### src/rtl/run_sequencer.sv
// Purpose : launches one run of an external FSM: holds its reset, starts it,
//           waits for a ready edge (or a timeout) and reports the result.
// Latency : go -> RST_CYC cycles of dut_reset -> up to TIMEOUT RUN cycles -> 1-cycle done.
// Flow    : no backpressure; go is accepted only in IDLE and is dropped otherwise.
// Ports   : clk_p/reset (sync, active-high); go/expected from host;
//           dut_reset/dut_start to the FSM, dut_ready/dut_out from it;
//           busy/done/correct/timed_out/cycles status back to the host.
module run_sequencer #(
  parameter int OUT_W   = 5,
  parameter int CNT_W   = 16,
  parameter int TIMEOUT = 1000,
  parameter int RST_CYC = 2
) (
  input  logic             clk_p,
  input  logic             reset,
  input  logic             go,
  input  logic [OUT_W-1:0] expected,
  output logic             dut_reset,
  output logic             dut_start,
  input  logic             dut_ready,
  input  logic [OUT_W-1:0] dut_out,
  output logic             busy,
  output logic             done,
  output logic             correct,
  output logic             timed_out,
  output logic [CNT_W-1:0] cycles
);

  typedef enum logic [1:0] {
    S_IDLE   = 2'd0,
    S_DRST   = 2'd1,
    S_RUN    = 2'd2,
    S_REPORT = 2'd3
  } state_t;

  localparam int               RC_W     = $clog2(RST_CYC + 1);
  localparam logic [RC_W-1:0]  RST_LAST = RC_W'(RST_CYC - 1);
  localparam logic [CNT_W-1:0] TO_VAL   = CNT_W'(TIMEOUT);

  state_t           r_state;
  state_t           w_next;
  logic [RC_W-1:0]  r_rst_cnt;
  logic [CNT_W-1:0] r_run_cnt;
  logic [CNT_W-1:0] w_run_k;
  logic             r_ready_q;
  logic             w_ready_evt;
  logic             w_timeout;
  logic [OUT_W-1:0] r_exp;
  logic             r_start;
  logic             r_correct;
  logic             r_timed_out;
  logic [CNT_W-1:0] r_cycles;

  // w_run_k is the 1-based index of the RUN cycle currently in progress.
  assign w_run_k     = r_run_cnt + CNT_W'(1);
  assign w_ready_evt = (r_state == S_RUN) && dut_ready && !r_ready_q;
  assign w_timeout   = (r_state == S_RUN) && (w_run_k == TO_VAL);

  // State register.
  always_ff @(posedge clk_p) begin
    if (reset) begin
      r_state <= S_IDLE;
    end else begin
      r_state <= w_next;
    end
  end

  // Next-state logic.
  always_comb begin
    w_next = r_state;
    case (r_state)
      S_IDLE:   if (go) w_next = S_DRST;
      S_DRST:   if (r_rst_cnt == RST_LAST) w_next = S_RUN;
      S_RUN:    if (w_ready_evt || w_timeout) w_next = S_REPORT;
      S_REPORT: w_next = S_IDLE;
      default:  w_next = S_IDLE;
    endcase
  end

  // Datapath: counters, edge detector, latched golden value and results.
  always_ff @(posedge clk_p) begin
    if (reset) begin
      r_rst_cnt   <= '0;
      r_run_cnt   <= '0;
      r_ready_q   <= 1'b0;
      r_exp       <= '0;
      r_start     <= 1'b0;
      r_correct   <= 1'b0;
      r_timed_out <= 1'b0;
      r_cycles    <= '0;
    end else begin
      // Registered from next state so dut_start is high exactly in RUN.
      r_start <= (w_next == S_RUN);
      case (r_state)
        S_IDLE: begin
          r_rst_cnt <= '0;
          if (go) begin
            r_exp       <= expected;
            r_correct   <= 1'b0;
            r_timed_out <= 1'b0;
            r_cycles    <= '0;
          end
        end
        S_DRST: begin
          r_rst_cnt <= r_rst_cnt + 1'b1;
          r_run_cnt <= '0;
          // A ready level left over from the previous run must not count as an edge.
          r_ready_q <= 1'b0;
        end
        S_RUN: begin
          r_ready_q <= dut_ready;
          r_run_cnt <= w_run_k;
          // Ready wins over a coincident timeout.
          if (w_ready_evt) begin
            r_cycles  <= w_run_k;
            r_correct <= (dut_out == r_exp);
          end else if (w_timeout) begin
            r_cycles    <= TO_VAL;
            r_correct   <= 1'b0;
            r_timed_out <= 1'b1;
          end
        end
        default: begin
        end
      endcase
    end
  end

  // FSM reset follows the sequencer reset combinationally.
  assign dut_reset = reset | (r_state == S_DRST);
  assign dut_start = r_start;
  assign busy      = (r_state != S_IDLE);
  assign done      = (r_state == S_REPORT);
  assign correct   = r_correct;
  assign timed_out = r_timed_out;
  assign cycles    = r_cycles;

endmodule

### config.mk
export PLATFORM = sky130hd
export DESIGN_NAME = run_sequencer
export DESIGN_NICKNAME = d
export VERILOG_FILES = /design/src/rtl/run_sequencer.sv
export SDC_FILE = /design/constraint.sdc
export NUM_CORES = 1
export LEC_CHECK = 0
export ABC_AREA = 1
export ABC_CLOCK_PERIOD_IN_PS = 4900
export CAP_MARGIN = 20
export CORE_MARGIN = 2
export CORE_UTILIZATION = 50
export DETAILED_ROUTE_END_ITERATION = 8
export HOLD_SLACK_MARGIN = 0.08
export PLACE_DENSITY = 0.75
export SLEW_MARGIN = 5
export SYNTH_ARGS = -nofsm -noshare
export SYNTH_HDL_FRONTEND = slang
export SYNTH_SLANG_ARGS = --single-unit
### constraint.sdc
create_clock -name clk_p -period 4.9 [get_ports clk_p]
set_input_delay 0.735 -clock clk_p [delete_from_list [all_inputs] [get_ports clk_p]]
set_output_delay 0.735 -clock clk_p [all_outputs]
set_load 0.005 [all_outputs]
# Yosys cells after proc, flatten, opt, wreduce, memory -nomap -nowiden

Cells that the tools add are included.

Register bits after elaboration: 45
Input bits: 14
Output and inout bits: 22
Logic and storage cells: 54

Add/subtract/negate cells: 2
Eq/ne operators: 11
Mux-type cells: 18
Bitwise gates (word level): 1
Reductions and logical operators: 13

Operators with widths:

| operator              | number |
|---|---|
| $pmux 16 s2           | 2 |
| $mux 16               | 3 |
| $add 16x1->16 const B | 1 |
| $eq 16x10->1 const B  | 1 |
| $pmux 2 s4            | 1 |
| $reduce_bool 2->1     | 4 |
| $eq 2x2->1 const B    | 3 |
| $mux 2                | 3 |
| $ne 2x2->1 const B    | 3 |
| $pmux 1 s2            | 3 |
| $eq 5x5->1            | 1 |
| $mux 1                | 5 |
| $eq 2x1->1 const B    | 2 |
| $pmux 2 s2            | 1 |
| $reduce_and 4->1      | 1 |
| $logic_and 1x1->1     | 3 |
| $ne 3x3->1 const B    | 1 |
| $reduce_and 3->1      | 1 |
| $add 2x1->2 const B   | 1 |
| $logic_not 2->1       | 1 |
| $reduce_and 2->1      | 1 |
| $logic_not 1->1       | 1 |
| $logic_or 1x1->1      | 1 |
| $or 1x1->1            | 1 |

# Depth between registers and ports, before layout

Word-level depth: 7
Gate-level depth with buffers: 16
Gate-level depth less buffers: 15

# Least setup slack after synthesis

OpenSTA, ideal clock, no wires.

Kind: input-to-output
From: in reset
To: out dut_reset
Arrival: 1.173 ns
Data required time: 4.165 ns
Slack: 2.992 ns
Stages: 3
Buffers on the path: 1
Cell sequence: inv_1 > clkbuf_1 > nand2_1

Cells in the longest elaborated chain, start to end: 1

RTL lines:

| element            | RTL line | source |
|---|---|---|
| start: declaration | 15       | `input logic reset,` |
| $or 1x1->1         | 130      | `assign dut_reset = reset \| (r_state == S_DRST);` |
| end: declaration   | 18       | `output logic dut_reset,` |

Every way passes these cells.

# Worst setup path after layout

Ends and elaborated chain as after synthesis.

==> impl_metrics.csv <==
group,metric,value,unit
grt,antenna_found_initial,0,
outcome,status,"finished, final reports clean",
drt,first_pass_iters,4,
worst_setup_path,crit_path_start_kind,"primary input",
place,gp_routability_congestion,0.833,
timing,period_share,0.645,
worst_setup_path,critPathMaxFanout,31,
drt,final_antenna_net_count,0,
grt,grt_pass1_wl,8860,um
timing,period_minus_slack,3160,ps
clock_network,postCtsHoldBufs,0,
die,io_pins,36,
timing,finalSetupViolations,0,
die,rows,24,
layout,final_cells,439,
synthesis,syn_area,2350,um^2
place,dp_cells,431,
clock_network,post_cts_buffers,0,
worst_setup_path,cp.required,4160,ps
synthesis,synth.area.top_cells,"dfxtp_1 (38%), nand2_1 (16%), nor2_1 (7.5%), a21oi_1 (6.6%), nand3_1 (6.0%)",
layout,area_growth_syn_to_layout,20.9,%
drt,drcViolationCount,0,
synthesis,ys_seq_elements,45,
grt,grt_overflow_total,0,
timing,max_freq,317,MHz
synthesis,synthesis.nets,375,
drt,finalWirelength,5180,um
synthesis,synth_top_area_cell,"dfxtp_1",
synthesis,postSynthCellCount,354,
min_path,hold_path.class,"flip-flop to flip-flop",
die,start_util,0.530,
synthesis,yosys_warnings,0,
clock_network,cts-root-buf,"clkbuf_8",
power,p_total,789,uW
synthesis,yosysMostFrequentCell,"nand2_1",
clock_network,clkTransAtPathRegs,80,ps
die,die_area,5270,um^2
timing,tns,0,ps
clock_network,cts_resized,0,
worst_setup_path,cp-end-kind,"primary output",
clock_network,cts_buffers,5,
timing,fin_skew,7.09,ps
timing,setup_ws,1740,ps
timing,max_slew_margin,0.675,
timing,hold_viol_final,0,
die,core,4440,um^2
layout,antenna_cells,0,
power,powerDensity,277,nW/um^2
clock_network,cts_max_level,2,
synthesis,synth-edff-count,0,
layout,drive_gt1_frac,0.0646,
power,peakVddDrop,0.145,mV
layout,multiInputGateArea,1280,um^2
clock_network,cts.path.max_buffers,2,
die,dieHeight,72.6,um
worst_setup_path,critPathKind,"primary input to primary output",
place,place_hpwl,3840,um
synthesis,synth_flop_cell,"dfxtp_1",
grt,grt.total_usage,0.209,
drt,routed_via_density,5.08,
clock_network,cts_tree,"built",
place,pre_cts_ws,1730,ps
grt,grt_max_degree,32,
drt,dr.first_iter.drc_count,193,
synthesis,synth_cell_type_count,30,
drt,vias,2228,
layout,fin_util,0.641,
synthesis,ys_seq_area_frac,0.383,
synthesis,synth.avg_cell_area,6.65,um^2
die,die_w,72.6,um
synthesis,synth_top_area_frac,0.383,
grt,grt_pass1_vias,1989,
layout,regArea,901,um^2
layout,fill_cells,409,
place,portBuffers,35,
flow_run,cap_violations,0,
synthesis,synth_common_cells,"nand2_1 (99), nor2_1 (47), dfxtp_1 (45)",
clock_network,clk_latency,300,ps
layout,nNetsFinal,407,
timing,drv_slew,0,
worst_setup_path,cp.arrival,2420,ps
clock_network,clock-sinks,45,
drt,wl_per_cell,11.8,um
synthesis,ys_async_sr_fraction,0,
timing,rsz0062_at_grt,"false",
timing,worst_pin_slew,487,ps
power,p_leak,1.09,nW
==> cell usage in the layout (no fill, tap or decap), drive strengths merged, types with 4 or more instances in the layout <==
cell type / Yosys / final
nor2: 52 / 52
inv: 33 / 33
nand4: 6 / 6
nand2: 103 / 103
ha: 7 / 7
nand3: 30 / 30
nand3b: 4 / 4
o21ai: 17 / 17
clkdlybuf4s50: 0 / 35
dfxtp: 45 / 45
a21oi: 31 / 31
clkbuf: 8 / 7
==> worst max-delay path: stages <==
cell and delay, ps:
clkdlybuf4s50_1 460, buf_4 310, inv_1 290, nand2_1 130
clkdlybuf4s50_1 500
==> layout make-up <==
type	count	area share
Multi-Input combinational cell	264	0.448
Clock buffer	7	0.0303
Clock inverter	1	0.0105
Inverter	33	0.0435
Sequential cell	45	0.316
Timing Repair Buffer	37	0.128
Tap cell	52	0.0228
==> metal layers <==
layer | up-vias | share of wire | track usage
li1 | 1197 | - | -
met1 | 985 | 0.51 | 0.287
met2 | 41 | 0.45 | 0.335
met3 | 5 | 0.034 | 0.0470
met4 | 0 | 0.010 | 0.0514
met5 | - | 0 | 0
==> flip-flops by register name, summed over array words and instances, names as in the netlist <==
name	count
r_ready_q	1
r_rst_cnt	2
timed_out	1
r_exp	5
dut_start	1
correct	1
r_state	2
r_run_cnt	16
cycles	16
==> metrics by stage <==
step | instance area (um^2) | hold WS, ps
3_3_place_gp | 2730 | 454
6_report | 2850 | 467
2_1_floorplan | 2350 | 443
4_1_cts | 2850 | 470
5_1_grt | 2850 | 504
3_5_place_dp | 2730 | 457
==> kinds of logic after synthesis <==
kind of cell,after synthesis,synth area share
AOI/OAI and AO/OA,55,0.126
DFF,45,0.383
and+or+nand+nor,197,0.360
xor gates and xnor gates,5,0.0186
adders and majority gates,7,0.0372
buffers and inverters,45,0.0755
==> report_power, final <==
group | internal (mW) | leakage, nW | total (mW) | switching (mW)
Sequential | 0.381 | 0.366 | 0.390 | 0.00883
Combinational | 0.0500 | 0.668 | 0.110 | 0.0599
Clock | 0.166 | 0.0585 | 0.289 | 0.123
Total | 0.597 | 1.09 | 0.789 | 0.192
==> final timing paths <==
kind	startpoint	end	slack [ps]	cells after the start
setup reg to reg	r_run_cnt[1]$_SDFFE_PP0P_	cycles[9]$_SDFFE_PP0P_	2560	14
setup / recovery	reset	dut_reset	1740	5
hold reg to reg	r_rst_cnt[1]$_SDFFE_PP0P_	r_rst_cnt[1]$_SDFFE_PP0P_	470	2
hold / removal	r_rst_cnt[1]$_SDFFE_PP0P_	r_rst_cnt[1]$_SDFFE_PP0P_	470	2
(Power assumes the default switching activity.)
